### config.mk
export PLATFORM = sky130hd
export DESIGN_NAME = rs_issue_scheduler
export DESIGN_NICKNAME = d
export VERILOG_FILES = /design/src/rtl/rs_issue_scheduler.sv
export SDC_FILE = /design/constraint.sdc
export NUM_CORES = 2
export LEC_CHECK = 0
export CAP_MARGIN = 20
export CORE_MARGIN = 4
export CORE_UTILIZATION = 60
export DETAILED_ROUTE_END_ITERATION = 6
export GPL_ROUTABILITY_DRIVEN = 1
export GPL_TIMING_DRIVEN = 0
export PLACE_DENSITY = 0.84
export SLEW_MARGIN = 30
export SYNTH_ARGS = -nofsm -noshare
export SYNTH_HDL_FRONTEND = slang
export SYNTH_SLANG_ARGS = --single-unit
### constraint.sdc
create_clock -name clk -period 5 [get_ports clk]
set_clock_uncertainty 0.2 [all_clocks]
set_input_delay 0.75 -clock clk [delete_from_list [all_inputs] [get_ports clk]]
set_output_delay 0.75 -clock clk [all_outputs]
set_load 0.02 [all_outputs]
### src/rtl/rs_issue_scheduler.sv
`default_nettype none
// ============================================================================
// Module   : rs_issue_scheduler
// Purpose  : Issue scheduler for a reservation station. Tracks per-slot
//            occupancy, FU assignment and operand readiness, wakes operands
//            from three CDB broadcasts, and each cycle picks the lowest-index
//            ready entry for each of three functional units.
// Ports    : clk, reset (sync, active high), flush
//            alloc_*           : dispatch write into the slot at free_slot
//            free_slot/rs_full : lowest free slot / no free slot (comb)
//            occupancy         : registered valid-entry count
//            cdb_valid_k/tag_k : wakeup broadcasts, k = 0..2
//            fu_stall_k        : FU k cannot accept this cycle
//            issue_valid_k/slot_k : registered issue strobe and slot index
// Revision : 1.0 - initial release
// ============================================================================
module rs_issue_scheduler #(
    parameter int RS_SIZE = 64,
    parameter int IDX_W   = 6,
    parameter int TAG_W   = 6,
    parameter int NUM_FU  = 3
) (
    input  logic             clk,
    input  logic             reset,
    input  logic             flush,
    input  logic             alloc_valid,
    input  logic [1:0]       alloc_fu,
    input  logic [TAG_W-1:0] alloc_rs1_tag,
    input  logic             alloc_rs1_ready,
    input  logic [TAG_W-1:0] alloc_rs2_tag,
    input  logic             alloc_rs2_ready,
    output logic [IDX_W-1:0] free_slot,
    output logic             rs_full,
    output logic [IDX_W:0]   occupancy,
    input  logic             cdb_valid_0,
    input  logic [TAG_W-1:0] cdb_tag_0,
    input  logic             cdb_valid_1,
    input  logic [TAG_W-1:0] cdb_tag_1,
    input  logic             cdb_valid_2,
    input  logic [TAG_W-1:0] cdb_tag_2,
    input  logic             fu_stall_0,
    input  logic             fu_stall_1,
    input  logic             fu_stall_2,
    output logic             issue_valid_0,
    output logic [IDX_W-1:0] issue_slot_0,
    output logic             issue_valid_1,
    output logic [IDX_W-1:0] issue_slot_1,
    output logic             issue_valid_2,
    output logic [IDX_W-1:0] issue_slot_2
);

    localparam logic [IDX_W:0] c_full_count = (IDX_W+1)'(RS_SIZE);

    // Per-slot state
    logic [RS_SIZE-1:0] r_valid;
    logic [RS_SIZE-1:0] r_rs1_rdy;
    logic [RS_SIZE-1:0] r_rs2_rdy;
    logic [1:0]         r_fu      [RS_SIZE];
    logic [TAG_W-1:0]   r_rs1_tag [RS_SIZE];
    logic [TAG_W-1:0]   r_rs2_tag [RS_SIZE];

    logic [IDX_W:0]     r_occupancy;
    logic [NUM_FU-1:0]  r_issue_valid;
    logic [IDX_W-1:0]   r_issue_slot [NUM_FU];

    // Per-port views of the scalar CDB / stall ports
    logic [NUM_FU-1:0]  w_cdb_valid;
    logic [TAG_W-1:0]   w_cdb_tag [NUM_FU];
    logic [NUM_FU-1:0]  w_fu_stall;

    assign w_cdb_valid  = {cdb_valid_2, cdb_valid_1, cdb_valid_0};
    assign w_cdb_tag[0] = cdb_tag_0;
    assign w_cdb_tag[1] = cdb_tag_1;
    assign w_cdb_tag[2] = cdb_tag_2;
    assign w_fu_stall   = {fu_stall_2, fu_stall_1, fu_stall_0};

    // Lowest free slot; falls back to RS_SIZE-1 when full (don't-care then)
    logic [IDX_W-1:0] w_free_slot;
    always_comb begin
        w_free_slot = IDX_W'(RS_SIZE - 1);
        for (int i = RS_SIZE - 1; i >= 0; i--) begin
            if (!r_valid[i]) w_free_slot = IDX_W'(i);
        end
    end

    logic w_rs_full;
    assign w_rs_full = (r_occupancy == c_full_count);

    logic w_alloc_accept;
    assign w_alloc_accept = alloc_valid && !w_rs_full && !flush && (alloc_fu != 2'd3);

    // Tag match of every stored operand and of the incoming operands against
    // all three broadcasts in parallel
    logic [RS_SIZE-1:0] w_rs1_hit;
    logic [RS_SIZE-1:0] w_rs2_hit;
    logic               w_alloc_rs1_hit;
    logic               w_alloc_rs2_hit;
    always_comb begin
        w_rs1_hit       = '0;
        w_rs2_hit       = '0;
        w_alloc_rs1_hit = 1'b0;
        w_alloc_rs2_hit = 1'b0;
        for (int k = 0; k < NUM_FU; k++) begin
            if (w_cdb_valid[k]) begin
                for (int i = 0; i < RS_SIZE; i++) begin
                    if (r_rs1_tag[i] == w_cdb_tag[k]) w_rs1_hit[i] = 1'b1;
                    if (r_rs2_tag[i] == w_cdb_tag[k]) w_rs2_hit[i] = 1'b1;
                end
                if (alloc_rs1_tag == w_cdb_tag[k]) w_alloc_rs1_hit = 1'b1;
                if (alloc_rs2_tag == w_cdb_tag[k]) w_alloc_rs2_hit = 1'b1;
            end
        end
    end

    // Tag 0 is the hardwired zero register and never waits
    logic w_alloc_rs1_rdy;
    logic w_alloc_rs2_rdy;
    assign w_alloc_rs1_rdy = alloc_rs1_ready || (alloc_rs1_tag == '0) || w_alloc_rs1_hit;
    assign w_alloc_rs2_rdy = alloc_rs2_ready || (alloc_rs2_tag == '0) || w_alloc_rs2_hit;

    // Selection uses pre-edge readiness only, so a wakeup this cycle is
    // visible to select one cycle later
    logic [RS_SIZE-1:0] w_ready;
    assign w_ready = r_valid & r_rs1_rdy & r_rs2_rdy;

    logic [NUM_FU-1:0] w_sel_found;
    logic [IDX_W-1:0]  w_sel_idx [NUM_FU];
    logic [NUM_FU-1:0] w_issue;
    always_comb begin
        for (int k = 0; k < NUM_FU; k++) begin
            w_sel_found[k] = 1'b0;
            w_sel_idx[k]   = '0;
            for (int i = RS_SIZE - 1; i >= 0; i--) begin
                if (w_ready[i] && (r_fu[i] == 2'(k))) begin
                    w_sel_found[k] = 1'b1;
                    w_sel_idx[k]   = IDX_W'(i);
                end
            end
        end
        w_issue = w_sel_found & ~w_fu_stall;
    end

    logic [RS_SIZE-1:0] w_clear;
    logic [IDX_W:0]     w_issue_cnt;
    always_comb begin
        w_clear     = '0;
        w_issue_cnt = '0;
        for (int k = 0; k < NUM_FU; k++) begin
            if (w_issue[k]) begin
                w_clear[w_sel_idx[k]] = 1'b1;
                w_issue_cnt           = w_issue_cnt + (IDX_W+1)'(1);
            end
        end
    end

    // Control state: valid bits, occupancy, issue outputs
    always_ff @(posedge clk) begin
        if (reset) begin
            r_valid       <= '0;
            r_occupancy   <= '0;
            r_issue_valid <= '0;
            for (int k = 0; k < NUM_FU; k++) r_issue_slot[k] <= '0;
        end else if (flush) begin
            r_valid       <= '0;
            r_occupancy   <= '0;
            r_issue_valid <= '0;
        end else begin
            for (int i = 0; i < RS_SIZE; i++) begin
                if (w_clear[i]) begin
                    r_valid[i] <= 1'b0;
                end else if (w_alloc_accept && (w_free_slot == IDX_W'(i))) begin
                    r_valid[i] <= 1'b1;
                end
            end
            r_occupancy   <= r_occupancy + (IDX_W+1)'(w_alloc_accept) - w_issue_cnt;
            r_issue_valid <= w_issue;
            for (int k = 0; k < NUM_FU; k++) begin
                if (w_issue[k]) r_issue_slot[k] <= w_sel_idx[k];
            end
        end
    end

    // Payload: qualified by r_valid, so it needs no reset
    always_ff @(posedge clk) begin
        for (int i = 0; i < RS_SIZE; i++) begin
            if (w_alloc_accept && (w_free_slot == IDX_W'(i))) begin
                r_fu[i]      <= alloc_fu;
                r_rs1_tag[i] <= alloc_rs1_tag;
                r_rs2_tag[i] <= alloc_rs2_tag;
                r_rs1_rdy[i] <= w_alloc_rs1_rdy;
                r_rs2_rdy[i] <= w_alloc_rs2_rdy;
            end else begin
                if (w_rs1_hit[i]) r_rs1_rdy[i] <= 1'b1;
                if (w_rs2_hit[i]) r_rs2_rdy[i] <= 1'b1;
            end
        end
    end

    assign free_slot     = w_free_slot;
    assign rs_full       = w_rs_full;
    assign occupancy     = r_occupancy;
    assign issue_valid_0 = r_issue_valid[0];
    assign issue_valid_1 = r_issue_valid[1];
    assign issue_valid_2 = r_issue_valid[2];
    assign issue_slot_0  = r_issue_slot[0];
    assign issue_slot_1  = r_issue_slot[1];
    assign issue_slot_2  = r_issue_slot[2];

endmodule
`default_nettype wire

Word level (Yosys, flattened, before mapping)
Memories as Yosys holds them, arrays and structs flattened.
Index checks and enable logic that the tools add are counted.
{"block": "totals", "elab_cells": 3346, "out_inout_bits": 35, "romBits": 0, "latchBits": 0, "ram_bits": 914, "ff_bits": 202, "n_memories": 4}
{"block": "classes", "n_bitwise": 9, "addsub": 4, "div_mod_pow": 0, "mux": 1829, "shift": 0, "mul": 0, "magnitude_cmp": 6, "eq_ne": 583, "reduce_logical": 717}
{"name": "r_rs1_tag", "words": 64, "word_bits": 6, "rd": 64, "rd_clocked_by_memory_dff": 0, "write_ports": 1, "line_no": "59", "rtl": "logic [TAG_W-1:0] r_rs1_tag [RS_SIZE];"}
{"name": "r_rs2_tag", "words": 64, "word_bits": 6, "rd": 64, "rd_clocked_by_memory_dff": 0, "write_ports": 1, "line_no": "60", "rtl": "logic [TAG_W-1:0] r_rs2_tag [RS_SIZE];"}
{"name": "r_fu", "words": 64, "word_bits": 2, "rd": 64, "rd_clocked_by_memory_dff": 0, "write_ports": 1, "line_no": "58", "rtl": "logic [1:0] r_fu [RS_SIZE];"}
{"name": "r_issue_slot", "words": 3, "word_bits": 6, "rd": 3, "rd_clocked_by_memory_dff": 0, "write_ports": 3, "line_no": "64", "rtl": "logic [IDX_W-1:0] r_issue_slot [NUM_FU];"}
{"op": "$mux W6", "count": 571}
{"op": "$eq A6 B6 Y1", "count": 390}
{"op": "$mux W1", "count": 1180}
{"op": "$reduce_or A6 Y1", "count": 126}
{"op": "$mux W64", "count": 9}
{"op": "$logic_and A1 B1 Y1", "count": 262}
{"op": "$reduce_bool A2 Y1", "count": 128}
{"op": "$eq A6 B6 Y1 const B", "count": 32}
{"op": "$reduce_or A3 Y1", "count": 64}
{"op": "$and A64 B64 Y64", "count": 2}
{"op": "$eq A2 B1 Y1 const B", "count": 64}
{"op": "$eq A2 B2 Y1 const B", "count": 64}
{"op": "$logic_not A2 Y1", "count": 64}
{"op": "$mux W2", "count": 64}
{"op": "$or A64 B64 Y64", "count": 2}
{"op": "$reduce_or A2 Y1", "count": 64}
{"op": "$eq A6 B5 Y1 const B", "count": 16}
{"op": "$eq A6 B4 Y1 const B", "count": 8}
{"op": "$eq A6 B3 Y1 const B", "count": 4}
{"op": "$lt A6 B7 Y1 const B", "count": 3}
{"op": "$demux W1 S6", "count": 3}
{"op": "$ge A6 B1 Y1 const B", "count": 3}
{"op": "$logic_not A6 Y1", "count": 3}
{"op": "$add A7 B1 Y7 const B", "count": 2}
{"op": "other kinds (12)", "count": 20}

Logic depth before layout (Yosys ltp)
{"block": "depth", "ltp_word": 131, "ltp_mapped": 23}

Worst setup path after synthesis
OpenSTA, ideal clock, no wires.
{"block": "synth_timing", "path_kind": "reg-to-reg", "startpoint": "register r_valid[5]", "endpoint": "register r_occupancy[6] (netlist: occupancy[6])", "n_path_buf": 0, "setup_ns": 0.070, "path_slack_ns": 0.795, "synth_period_minus_slack_ns": 4.205, "arrival_ns": 3.935, "path_stages_with_launch": 22, "required_ns": 4.730, "path_cell_list": "dfxtp_1 -> nand3_1 -> or3b_2 -> and3_1 -> nand4_1 -> nor2_1 -> a21oi_1 -> inv_1 -> ha_1 -> xor2_1 -> ha_1 -> inv_1 -> ha_1 -> inv_1 -> fa_1 -> inv_1 -> a21oi_1 -> o21bai_1 -> a21oi_1 -> nor2_1 -> or3_1 -> a21oi_1"}
{"item": "start: declaration", "line_no": "55", "rtl": "logic [RS_SIZE-1:0] r_valid;"}
{"item": "start signal: assignment", "line_no": "159", "rtl": "r_valid <= '0;"}
{"item": "start signal: assignment", "line_no": "164", "rtl": "r_valid <= '0;"}
{"item": "start signal: indexed assignment", "line_no": "170", "rtl": "r_valid[i] <= 1'b0;"}
{"item": "$and A64 B64 Y64 (*) (2 in a row)", "line_no": "124", "rtl": "assign w_ready = r_valid & r_rs1_rdy & r_rs2_rdy;"}
{"item": "$logic_and A1 B1 Y1 (*)", "line_no": "134", "rtl": "if (w_ready[i] && (r_fu[i] == 2'(k))) begin"}
{"item": "$mux W1 (*) (6 in a row)", "line_no": "134"}
{"item": "$and A3 B3 Y3 (*)", "line_no": "140", "rtl": "w_issue = w_sel_found & ~w_fu_stall;"}
{"item": "via w_issue[1]", "line_no": "128", "rtl": "logic [NUM_FU-1:0] w_issue;"}
{"item": "$mux W7 (*)", "line_no": "149", "rtl": "if (w_issue[k]) begin"}
{"item": "$add A7 B1 Y7", "line_no": "151", "rtl": "w_issue_cnt = w_issue_cnt + (IDX_W+1)'(1);"}
{"item": "$mux W7 (*)", "line_no": "149"}
{"item": "$sub A7 B7 Y7 (*)", "line_no": "175", "rtl": "r_occupancy <= r_occupancy + (IDX_W+1)'(w_alloc_accept) - w_issue_cnt;"}
{"item": "end signal: assignment", "line_no": "175"}
{"item": "end: declaration", "line_no": "62", "rtl": "logic [IDX_W:0] r_occupancy;"}
The timed path passes the listed nets; every way through them passes the cells marked *.
A chain may end at the register's enable or synchronous reset.

Worst setup path in the final report
{"block": "layout_timing", "startpoint": "input port cdb_tag_0[0]", "endpoint": "register r_rs1_rdy[12], enable pin"}
{"block": "layout_via", "elab_chain_len": 8}
{"item": "start: declaration", "line_no": "36", "rtl": "input logic [TAG_W-1:0] cdb_tag_0,"}
{"item": "$eq A6 B6 Y1 (*)", "line_no": "106", "rtl": "if (r_rs1_tag[i] == w_cdb_tag[k]) w_rs1_hit[i] = 1'b1;"}
{"item": "$mux W1 (*)", "line_no": "106"}
{"item": "$mux W64 (*)", "line_no": "104", "rtl": "if (w_cdb_valid[k]) begin"}
{"item": "$mux W1", "line_no": "106"}
{"item": "$mux W64 (*)", "line_no": "104"}
{"item": "$mux W1", "line_no": "106"}
{"item": "$mux W64 (*)", "line_no": "104"}
{"item": "$reduce_bool A2 Y1 (no line) (*)"}
{"item": "end signal: indexed assignment", "line_no": "190", "rtl": "r_rs1_rdy[i] <= w_alloc_rs1_rdy;"}
{"item": "end: declaration", "line_no": "56", "rtl": "logic [RS_SIZE-1:0] r_rs1_rdy;"}
Every way passes the cells marked *; elsewhere a longest branch is shown, timed or not.

==> flow_metrics.tcl <==
set metrics [dict create \
    clk_pin_slew_worst_paths_ns 0.06 \
    synth_edf_count 1042 \
    die_area_um2 123000 \
    core_area_um2 117000 \
    r2r_setup_slack_ns -0.07 \
    clk_latency_ns 0.82 \
    rr_endpoint "occupancy[6]" \
    num_vias 61400 \
    cts_buffers 121 \
    muxShareOfSynthArea 0.000142 \
    final_common_cell "xnor2_1" \
    htreeDepth 3 \
    synth-simple-area-share 0.159 \
    cp.arrival_ns 5.33 \
    hpwl_um 219000 \
    grt_max_degree 52 \
    cts_tree "yes" \
    vias_per_cell 7.33 \
    synth_top_area_cell "edfxtp_1" \
    r2r_cells 22 \
    mostFrequentLayoutCells "xnor2_1, xor2_1, edfxtp_1, nand4_1, nor4_1" \
    antenna_found_initial 27 \
    fmax_mhz 194 \
    root_buffer "clkbuf_16" \
    yosysSeqAreaShare 0.464 \
    ys.warnings.count 0 \
    start_util 0.606 \
    worstMarginPinSlew_ns 1.28 \
    syn_inst 6451 \
    ant_nets 0 \
    synth_xor_area_frac 0.291 \
    cts_sinks 1116 \
    crit_required_ns 5.18 \
    die-width_um 351 \
    hold_violations 0 \
    p_leak_nw 26.4 \
    synth.distinct_cells 111 \
    pre_cts_ws_ns -0.724 \
    start_kind "input pin" \
    place.gp.congestion 1.09 \
    path_max_fanout 10 \
    track_usage 0.501 \
    setup-violations-final 6 \
    p_seq_frac 0.453 \
    netSwitchingPower_mw 5.96 \
    endpoint_kind "register" \
    first_global_vias 58400 \
    port_buffers 59 \
    synth.net_count 6508 \
    critPathKind "in2reg" \
    maxCapViolations 0 \
    p_int_mw 16.7 \
    area.growth.synth_to_final_pct 13.6 \
    grt-ovfl-total 0 \
    die_h_um 351 \
    combPwrFrac 0.112 \
    min_path_cells 1 \
    clkPwrFrac 0.435 \
    period_minus_slack_ns 5.15 \
    final_core_util 0.688 \
    drtPass1Iterations 7 \
    min_period_over_period 1.03 \
    drive_gt1_frac 0.0986 \
    hold_path_class "in2reg" \
    ios 79 \
    status "complete, but fails checks" \
    synth_async_sr_flop_share 0 \
    wl_um 315000 \
    wl_per_cell_um 37.7 \
    synth_area_leaders "edfxtp_1, xnor2_1, xor2_1" \
    synthFlopType "edfxtp_1" \
    switching_share 0.264 \
    layout_setup_ws_ns -0.155 \
    relSlewSlack 0.141 \
    ys_seq_elements 1116 \
    fin_nets 6778 \
    fp-row-count 125 \
    netlist_area_um2 70600 \
    drv_slew 0 \
    avgSynthCellArea_um2 10.9 \
    drtIter0Drc 11400 \
    fin_hold_ws_ns 0.102 \
    drc 36 \
    rsz0062_at_grt "yes" \
    min_from "alloc_rs1_tag[1]" \
    whs_endpoint "r_rs1_tag[1][175]" \
    violations "design-rule violations, negative setup slack" \
    synth_top_family_by_area "XOR/XNOR gates" \
    synth-compound-area-share 0.0579 \
    timing.rr.start "r_valid[27]" \
    grt_pass1_wl_um 432000 \
    synth_fa_ha_area_frac 0.00241 \
    vdd_ir_drop_max_uv 370 \
    power.density_nw_per_um2 282 \
    synth_top_area_frac 0.443 \
    clk_path_buf_depth 3 \
]
-- critical path, cell delays in order --
cell and delay [ns]:
clkbuf_1 0.28, clkbuf_1 0.86, clkbuf_1 0.86, buf_2 0.66, xnor2_1 0.14, nand4_1 0.12, nor4_1 0.08, nor3_2 0.82
o21ai_0 0.72
-- worst max path at each step --
stage | from | to | cells past startpoint
after floorplan | r_valid[5] | occupancy[6] | 21
after global placement | alloc_fu[0] | r_rs1_rdy[1] | 7
after detailed placement | cdb_tag_2[1] | r_rs2_rdy[13] | 8
after CTS | r_rs1_rdy[23] | occupancy[6] | 20
after global routing | r_rs1_rdy[59] | occupancy[6] | 22
final | cdb_tag_0[0] | r_rs1_rdy[12] | 9
-- registers in the layout, indices dropped and copies added (netlist names) --
name	flops
r_rs1_rdy	64
r_issue_slot	18
r_valid	64
r_rs2_tag	384
r_rs1_tag	384
r_rs2_rdy	64
r_fu	128
r_issue_valid	3
occupancy	7
-- synth_stat cells, types with 30 or more instances --
library cell / number
a211oi_1: 50
a21oi_1: 49
and4b_1: 72
buf_1: 142
clkbuf_1: 211
dfxtp_1: 74
edfxtp_1: 1042
inv_1: 84
nand2_1: 321
nand2b_1: 36
nand3_1: 105
nand4_1: 429
nor2_1: 202
nor3_1: 147
nor4_1: 375
o21ai_0: 140
o221ai_1: 44
or3_1: 30
or4_1: 56
xnor2_1: 1237
xor2_1: 1110
-- power groups by stage --
stage	Sequential [mW]	Clock [mW]	Combinational (mW)
2_1_floorplan	10.4	0	1.28
3_3_place_gp	10.5	0	2.23
3_5_place_dp	10.4	0	2.34
4_1_cts	10.2	9.71	2.36
5_1_grt	10.2	10.1	2.51
6_report	10.2	9.84	2.54
-- metrics by stage --
step / instances / power, mW / setup TNS, ns / instance area (µm²)
after floorplan: 6451 / 11.7 / 0 / 70600
after global placement: 8034 / 12.7 / -2828.48 / 73100
after detailed placement: 8111 / 12.8 / -12.16 / 75500
after CTS: 8339 / 22.3 / 0 / 79800
after global routing: 8351 / 22.9 / -0.283 / 80100
final: 8371 / 22.6 / -0.459 / 80200
-- routing by layer --
| layer | part of all wire | global-route usage |
|---|---|---|
| met1 | 0.32 | 0.582 |
| met2 | 0.40 | 0.704 |
| met3 | 0.17 | 0.224 |
| met4 | 0.11 | 0.424 |
| met5 | 0.00071 | 0.00903 |
-- area by class of cell --
class                      instances  area, µm²
multi-input combinational       4878      36800
fill                            8390      36300
sequential                      1116      32800
clock buffer                     148       3210
timing repair buffer             147       2460
tap                             1524       1910
buffer                           371       1640
clock inverter                    80       1050
inverter                          86        323
antenna                           21       52.6
-- what timing repair did --
item	4_1_cts	5_1_grt
pin swaps	1	3
setup buffers	0	6
hold buffers	0	0
gates resized for setup	11	15
setup endpoints to repair	36	13
-- cell families after synthesis --
logic type | Yosys count
AOI/OAI and AO/OA | 560
xor gates and xnor gates | 2347
adders and majority gates | 13
buffers and inverters | 457
DFF | 1116
muxes | 1
and+or+nand+nor | 1957
Note: power is estimated with default switching activity, not from simulation.
